--- config.mk ---
export PLATFORM = sky130hd
export DESIGN_NAME = relu_out_serializer
export DESIGN_NICKNAME = d
export VERILOG_FILES = /design/src/rtl/relu_out_serializer.sv
export SDC_FILE = /design/constraint.sdc
export NUM_CORES = 1
export LEC_CHECK = 0
export ABC_AREA = 1
export BUFFER_PORTS_ARGS = -buffer_cell sky130_fd_sc_hd__buf_4
export CORE_UTILIZATION = 45
export CTS_CLUSTER_SIZE = 40
export DETAILED_ROUTE_END_ITERATION = 6
export HOLD_SLACK_MARGIN = 0.02
export PLACE_DENSITY_LB_ADDON = 0.12
export SETUP_SLACK_MARGIN = 0.02
export SLEW_MARGIN = 10
export SYNTH_ARGS = -nofsm -noshare
export SYNTH_HDL_FRONTEND = slang
export SYNTH_SLANG_ARGS = --single-unit
--- constraint.sdc ---
create_clock -name CLKEXT -period 3.5 [get_ports CLKEXT]
set_clock_uncertainty 0.2 [all_clocks]
set_input_delay 0.525 -clock CLKEXT [delete_from_list [all_inputs] [get_ports CLKEXT]]
set_output_delay 0.525 -clock CLKEXT [all_outputs]
set_load 0.005 [all_outputs]
--- src/rtl/relu_out_serializer.sv ---
// relu_out_serializer: buffers 16-bit ReLU results in a FIFO and drains them
// as byte pairs over an 8-bit valid/ready link.
module relu_out_serializer #(
    parameter int DEPTH     = 4,
    parameter bit MSB_FIRST = 1
) (
    input  logic                     CLKEXT,
    input  logic                     RST_GLO,
    input  logic [15:0]              ReLU_OUT,
    input  logic                     OUT_WR,
    input  logic                     CLR_OVF,
    input  logic                     OUT_READY,
    output logic [7:0]               DATA_OUT,
    output logic                     OUT_VALID,
    output logic                     FIFO_FULL,
    output logic                     FIFO_EMPTY,
    output logic [$clog2(DEPTH):0]   FIFO_LEVEL,
    output logic                     OVF
);
    localparam int AW = $clog2(DEPTH);

    typedef enum logic [1:0] {IDLE, BYTE0, BYTE1} state_t;

    state_t        state;
    logic [15:0]   mem [DEPTH];
    logic [AW-1:0] wp, rp;
    logic [15:0]   head, sr;
    logic          pop, wr_ok, drop;
    logic [AW:0]   level_nxt;

    function automatic logic [7:0] first_byte(input logic [15:0] w);
        return MSB_FIRST ? w[15:8] : w[7:0];
    endfunction

    function automatic logic [7:0] second_byte(input logic [15:0] w);
        return MSB_FIRST ? w[7:0] : w[15:8];
    endfunction

    // A pop frees a slot, so a full FIFO still takes a write on the same edge.
    assign head      = mem[rp];
    assign pop       = !FIFO_EMPTY && (state == IDLE || (state == BYTE1 && OUT_READY));
    assign wr_ok     = OUT_WR && (!FIFO_FULL || pop);
    assign drop      = OUT_WR && !wr_ok;
    assign level_nxt = FIFO_LEVEL + (AW+1)'(wr_ok) - (AW+1)'(pop);

    always_ff @(posedge CLKEXT)
        if (wr_ok) mem[wp] <= ReLU_OUT;

    always_ff @(posedge CLKEXT or posedge RST_GLO) begin
        if (RST_GLO) begin
            wp         <= '0;
            rp         <= '0;
            FIFO_LEVEL <= '0;
            FIFO_FULL  <= 1'b0;
            FIFO_EMPTY <= 1'b1;
            OVF        <= 1'b0;
        end else begin
            if (wr_ok) wp <= wp + 1'b1;
            if (pop) rp <= rp + 1'b1;
            FIFO_LEVEL <= level_nxt;
            FIFO_FULL  <= level_nxt == (AW+1)'(DEPTH);
            FIFO_EMPTY <= level_nxt == '0;
            OVF        <= drop || (OVF && !CLR_OVF);
        end
    end

    always_ff @(posedge CLKEXT or posedge RST_GLO) begin
        if (RST_GLO) begin
            state     <= IDLE;
            sr        <= '0;
            DATA_OUT  <= '0;
            OUT_VALID <= 1'b0;
        end else begin
            case (state)
                IDLE:
                    if (pop) begin
                        sr        <= head;
                        DATA_OUT  <= first_byte(head);
                        OUT_VALID <= 1'b1;
                        state     <= BYTE0;
                    end
                BYTE0:
                    if (OUT_READY) begin
                        DATA_OUT <= second_byte(sr);
                        state    <= BYTE1;
                    end
                BYTE1:
                    if (OUT_READY) begin
                        if (pop) begin
                            sr       <= head;
                            DATA_OUT <= first_byte(head);
                            state    <= BYTE0;
                        end else begin
                            OUT_VALID <= 1'b0;
                            state     <= IDLE;
                        end
                    end
                default: state <= IDLE;
            endcase
        end
    end
endmodule

==> results.py, run 1 <==
metrics = {
    "synthesis": {
        "synth_xor_area_frac": 0.00644,
        "synth-seq-area-share": 0.681,
        "synthSimpleGateAreaFrac": 0.212,
        "synth_compound_area_frac": 0.0286,
        "synthMuxAreaShare": 0,
        "synth_nets": 395,
        "ys.flop_type": "edfxtp_1",
        "synthArstFlopShare": 0.312,
        "synthAdderAreaFrac": 0.0245,
        "synth_warnings": 0,
        "synthCells": 367,
        "ys_seq_elements": 93,
        "netlist_area_um2": 3890,
        "synth_edf_count": 64,
        "synth_top_family_by_area": "simple AND/OR/NAND/NOR gates",
        "syn_avg_cell_area_um2": 10.6,
        "synthDistinctLibCells": 25,
    },
    "setup_path": {
        "critPathTopFamily": "simple AND/OR/NAND/NOR gates",
        "rrSetupSlack_ps": 730,
        "start_kind": "flip-flop",
        "path_cells": "nor2_2, nand2_4, nand2_1, nand2_2, ha_1, inv_1, ha_1, fa_1, or2_2, nor2_1",
        "crit_required_ps": 3590,
        "r2r_start": "state[0]$_DFFE_PP0P_",
        "end_kind": "flip-flop",
        "cp.depth": 10,
        "cp_max_fo": 22,
        "cpPeakStageDelay_ps": 450,
        "endpoint": "FIFO_EMPTY$_DFF_PP1_",
        "cp_slowest_cell": "dfrtp_1",
        "arrival_ps": 2860,
        "worst_path_most_repeated_cell": "ha_1",
        "critPathKind": "flip-flop to flip-flop",
        "crit_start": "state[0]$_DFFE_PP0P_",
        "r2r-end": "FIFO_EMPTY$_DFF_PP1_",
        "reg2reg_depth": 10,
        "path_buf_inv": 1,
    },
    "detailed_routing": {
        "final_antenna_net_count": 0,
        "firstDrtPassIters": 4,
        "vias_per_cell": 4.84,
        "wl_per_cell_um": 13.8,
        "drt-total-wl_mm": 7.11,
        "drc": 0,
        "dr_total_vias": 2497,
        "drt_iter0_drc": 104,
    },
    "layout": {
        "utilization": 0.538,
        "drive_gt1_frac": 0.173,
        "area_growth_pct": 14.8,
        "num-nets-final": 434,
        "diodes": 0,
        "final_cells": 516,
    },
    "power": {
        "leakagePower_nw": 1.96,
        "ir_worst_vdd_v": 0.000294,
        "p_per_area_nw_per_um2": 864,
    },
    "clocking": {
        "cts_setup_buffers": 0,
        "clockRootBuffer": "clkbuf_8",
        "cts-hold-fix-buffers": 0,
        "ctsResizeCount": 0,
        "clkLatencyLatePin_ps": 350,
        "cts.reportedPaths.clkPinSlew_ps": 90,
        "cts_tree": "built",
        "cts.sink_count": 93,
        "cts_buffer_depth": 2,
        "cts_buffers": 9,
        "htree_levels": 3,
    },
    "floorplanning": {
        "core-area_um2": 8300,
        "die_w_um": 94.9,
        "die-area_um2": 9010,
        "core.rowCount": 33,
        "start_util": 0.468,
        "ios": 36,
        "dieHeight_um": 94.9,
    },
    "global_routing": {
        "grt_pass1_wl_mm": 11.2,
        "grt.total_usage": 0.174,
        "grt_antenna_before_repair": 0,
        "grt_pass1_vias": 2236,
        "grt_max_degree": 31,
        "grt-ovfl-total": 0,
    },
    "timing": {
        "slew_viol_final": 0,
        "min_period_ps": 2770,
        "fin_crit_sh": 0.791,
        "setup_violations": 0,
        "clock.fmax_ghz": 0.361,
        "slew_headroom": 0.305,
        "tightest_slew_ps": 1040,
        "rsz0062_at_grt": "no",
        "setup_tns_ps": 0,
        "hold_viol": 0,
    },
    "place": {
        "io_buffers": 35,
        "gp_congestion": 0.724,
        "place_hpwl_mm": 4.60,
        "placedCellCount": 500,
    },
    "run": {
        "drv_cap": 0,
    },
    "status": {
        "outcome": "finished, final reports clean",
    },
    "worst_hold_path": {
        "hp-class": "primary input to async pin",
    },
}
synth_stat cells, types with 3 or more instances:
master / n / area share
buf_4: 5 / 0.0097
a21oi_1: 10 / 0.013
inv_1: 22 / 0.021
buf_2: 7 / 0.0090
ha_1: 6 / 0.019
nand2_2: 3 / 0.0048
nand3_1: 19 / 0.024
dfrtp_1: 28 / 0.18
o21ai_0: 11 / 0.014
nand2_1: 129 / 0.12
edfxtp_1: 64 / 0.49
inv_2: 3 / 0.0029
nor2_1: 48 / 0.046
registers in the layout, indices dropped and copies added (netlist names):
signal	flops
DATA_OUT	8
wp	2
rp	2
state	2
FIFO_EMPTY	1
sr	8
mem	64
FIFO_LEVEL	3
FIFO_FULL	1
OUT_VALID	1
OVF	1
through the flow:
step	area, um2	power (mW)	hold slack, ps	setup slack [ps]
floorplan	3890	2.69	250	1010
global placement	4240	3.10	264	657
detailed placement	4240	3.12	268	567
CTS	4460	3.90	131	719
global route	4460	4.16	132	521
finish	4460	3.86	88.9	733
cells in the final DEF, fill, tap and decap left out:
cell,count
inv_1,21
inv_2,3
inv_4,1
fa_1,1
buf_4,41
nor2_4,1
xor2_2,1
nor2_1,48
clkinvlp_4,1
clkbuf_8,9
nor2_2,1
or2_2,1
xnor2_1,1
nand2_1,129
nand3_2,1
dfstp_2,1
nand2_4,1
a31oi_1,1
bufinv_16,2
dfrtp_1,28
a21oi_1,10
nand2_2,3
edfxtp_1,64
clkinv_2,2
inv_6,2
clkinv_1,1
o21ai_0,11
nand3_1,19
ha_1,6
report_power, final:
group | switching [mW] | total [mW] | leakage (nW) | internal [mW]
sequential | 0.155 | 1.64 | 0.936 | 1.49
combinational | 0.923 | 1.44 | 0.915 | 0.516
clock | 0.369 | 0.774 | 0.110 | 0.405
total | 1.45 | 3.86 | 1.96 | 2.41
worst min-delay path by stage:
stage,from,end,slack (ps)
after floorplan,sr[0]$_DFFE_PP0P_,sr[0]$_DFFE_PP0P_,250
after global placement,DATA_OUT[2]$_DFFE_PP0P_,DATA_OUT[2]$_DFFE_PP0P_,260
after detailed placement,sr[3]$_DFFE_PP0P_,sr[3]$_DFFE_PP0P_,270
after CTS,CLR_OVF,OVF$_DFF_PP0_,130
after global routing,CLR_OVF,OVF$_DFF_PP0_,130
final,RST_GLO,FIFO_FULL$_DFF_PP0_,90
per-layer routing:
| layer | global-route usage | share of wire |
|---|---|---|
| met5 | 0 | 0 |
| met4 | 0.0606 | 0.013 |
| met3 | 0.0419 | 0.043 |
| met2 | 0.278 | 0.47 |
| met1 | 0.234 | 0.47 |
layout make-up:
type,count,area [um2]
multi-input cells,235,1050
well taps,105,131
flip-flops and latches,93,2650
clock buffers,9,124
inverters,26,100
repair buffers,41,308
fillers,713,3840
clock inverters,7,95.1
kinds of logic after synthesis:
logic type,Yosys count
adder cells (fa/ha/maj),7
flip-flops,93
AND/OR/NAND/NOR,204
XOR/XNOR,2
buffers and inverters,39
AO/OA/AOI/OAI,22
Power figures use the tool's default switching activity.
==> inputs of run 2 (changes only) <==
clock period = 2.4 ns   (was 3.5 ns; I/O delays follow)
==> run 2 against run 1 <==
Against the previous run: register-to-register slack worse by 620 ps; sequential share of layout area down 3.7 points; final area up 6.7%; non-clock buffer count up 27; global-route usage up 1.7 points; clock power up 58%; power up 52%; combinational power up 55%; worst setup slack worse by 620 ps; cell count up 5.2%; highest routed layer unchanged.
==> results.py, run 2 (synthesis gave the netlist of run 1 again) <==
metrics = {
    "setup_path": {
        "rrSetupSlack_ps": 110,
        "path_cells": "nor2_4, nand2_4, nand2_4, nand2_4, ha_1, inv_1, ha_2, fa_2, or2_4, nor2_2",
        "start_kind": "flip-flop",
        "critPathTopFamily": "adder cells",
        "worst_path_most_repeated_cell": "nand2_4",
        "arrival_ps": 2390,
        "crit_required_ps": 2500,
        "path_buf_inv": 1,
        "cpPeakStageDelay_ps": 560,
        "cp_slowest_cell": "dfstp_2",
        "end_kind": "flip-flop",
        "cp_max_fo": 4,
        "critPathKind": "flip-flop to flip-flop",
    },
    "layout": {
        "utilization": 0.574,
        "area_growth_pct": 22.5,
        "final_cell_mix": "128 x nand2_1, 64 x edfxtp_1, 50 x buf_4",
        "largest_reg_flops": 64,
        "drive_gt1_frac": 0.192,
        "diodes": 0,
        "final_common_cell": "nand2_1",
        "largestRegisters": "mem x64, DATA_OUT x8, sr x8",
        "regMostFlops": "mem",
        "num-nets-final": 461,
    },
    "timing": {
        "setup_tns_ps": 0,
        "min_period_ps": 2290,
        "clock.fmax_ghz": 0.437,
        "setup_violations": 0,
        "hold_viol": 0,
        "slew_viol_final": 0,
        "fin_crit_sh": 0.952,
        "rsz0062_at_grt": "no",
        "tightest_slew_ps": 506,
        "slew_headroom": 0.662,
    },
    "floorplanning": {
        "dieHeight_um": 94.9,
        "ios": 36,
        "die-area_um2": 9010,
        "core-area_um2": 8300,
        "start_util": 0.468,
        "core.rowCount": 33,
        "die_w_um": 94.9,
    },
    "detailed_routing": {
        "vias_per_cell": 4.82,
        "drt_iter0_drc": 126,
        "wl_per_cell_um": 13.7,
        "drc": 0,
        "final_antenna_net_count": 0,
        "drt-total-wl_mm": 7.44,
        "firstDrtPassIters": 4,
        "dr_total_vias": 2616,
    },
    "power": {
        "leakagePower_nw": 2.09,
        "ir_worst_vdd_v": 0.000486,
        "p_per_area_nw_per_um2": 1230,
    },
    "place": {
        "gp_congestion": 0.792,
        "place_hpwl_mm": 4.79,
        "io_buffers": 35,
    },
    "global_routing": {
        "grt_antenna_before_repair": 0,
        "grt.total_usage": 0.191,
        "grt_max_degree": 30,
        "grt-ovfl-total": 0,
        "grt_pass1_wl_mm": 12.5,
        "grt_pass1_vias": 2541,
    },
    "clocking": {
        "cts.reportedPaths.clkPinSlew_ps": 90,
        "cts_tree": "built",
        "cts_buffer_depth": 2,
        "cts_buffers": 9,
        "clkLatencyLatePin_ps": 350,
        "clockRootBuffer": "clkbuf_8",
        "cts.sink_count": 93,
        "htree_levels": 3,
    },
    "run": {
        "drv_cap": 0,
    },
    "status": {
        "outcome": "finished, final reports clean",
    },
    "worst_hold_path": {
        "hp-class": "primary input to flip-flop",
    },
}
==> run 2: cell types whose count changed in the layout (fill, tap and decap cells not counted), sizes merged <==
cell         before  now
dlygate4sd3       0   18
buf              41   50
clkinv            3    1
bufinv            2    3
clkbuf            9   10
clkinvlp          1    2
inv              27   26
==> run 2: per-stage QoR <==
stage	hold WS [ps]	total power [mW]	setup WS (ps)	cells	instance area (um2)
after detailed placement	263	4.63	-19.3	508	4320
after CTS	71.1	5.91	47.2	543	4750
after global routing	103	6.37	29.2	543	4760
after floorplan	237	3.94	27.1	367	3900
after global placement	260	4.56	10.3	508	4320
final	88.3	5.87	114	543	4760
==> run 2: layer usage <==
| metal | global-route usage | part of all wire | vias to the layer above |
|---|---|---|---|
| li1 | - | - | 1316 |
| met1 | 0.255 | 0.46 | 1240 |
| met2 | 0.309 | 0.48 | 49 |
| met3 | 0.0306 | 0.040 | 11 |
| met4 | 0.0833 | 0.020 | 0 |
| met5 | 0 | 0 | - |
==> run 2: area by class of cell <==
class                   instances  area [um2]
flip-flops and latches         93        2650
clock inverters                 6         111
repair buffers                 68         556
well taps                     105         131
inverters                      26         100
clock buffers                  10         128
multi-input cells             235        1090
fillers                       723        3540
==> run 2: path summary, 6_finish.rpt <==
| check | from | end | cells past startpoint |
|---|---|---|---|
| max | FIFO_EMPTY$_DFF_PP1_ | FIFO_EMPTY$_DFF_PP1_ | 10 |
| min | OUT_WR | wp[0]$_DFFE_PP0P_ | 3 |
| min in group asynchronous | RST_GLO | wp[0]$_DFFE_PP0P_ | 4 |
| min reg2reg | sr[7]$_DFFE_PP0P_ | sr[7]$_DFFE_PP0P_ | 2 |
| max reg2reg | FIFO_EMPTY$_DFF_PP1_ | FIFO_EMPTY$_DFF_PP1_ | 10 |
| max in group asynchronous | RST_GLO | FIFO_EMPTY$_DFF_PP1_ | 4 |
==> run 2: what timing repair did <==
action,CTS,global route
buffers inserted,1,0
hold buffers,18,0
hold endpoints to repair,93,0
setup endpoints to repair,2,3
resized for setup,2,4
pin swaps,0,2
==> run 2: report_power, final <==
| group | switching, mW | internal [mW] |
|---|---|---|
| Combinational | 1.36 | 0.868 |
| Sequential | 0.246 | 2.17 |
| Clock | 0.532 | 0.691 |
==> run 2: worst min-delay path, delay by kind of cell <==
family	cells	cell delay, ps
buf+inv	1	120
simple gates	2	140
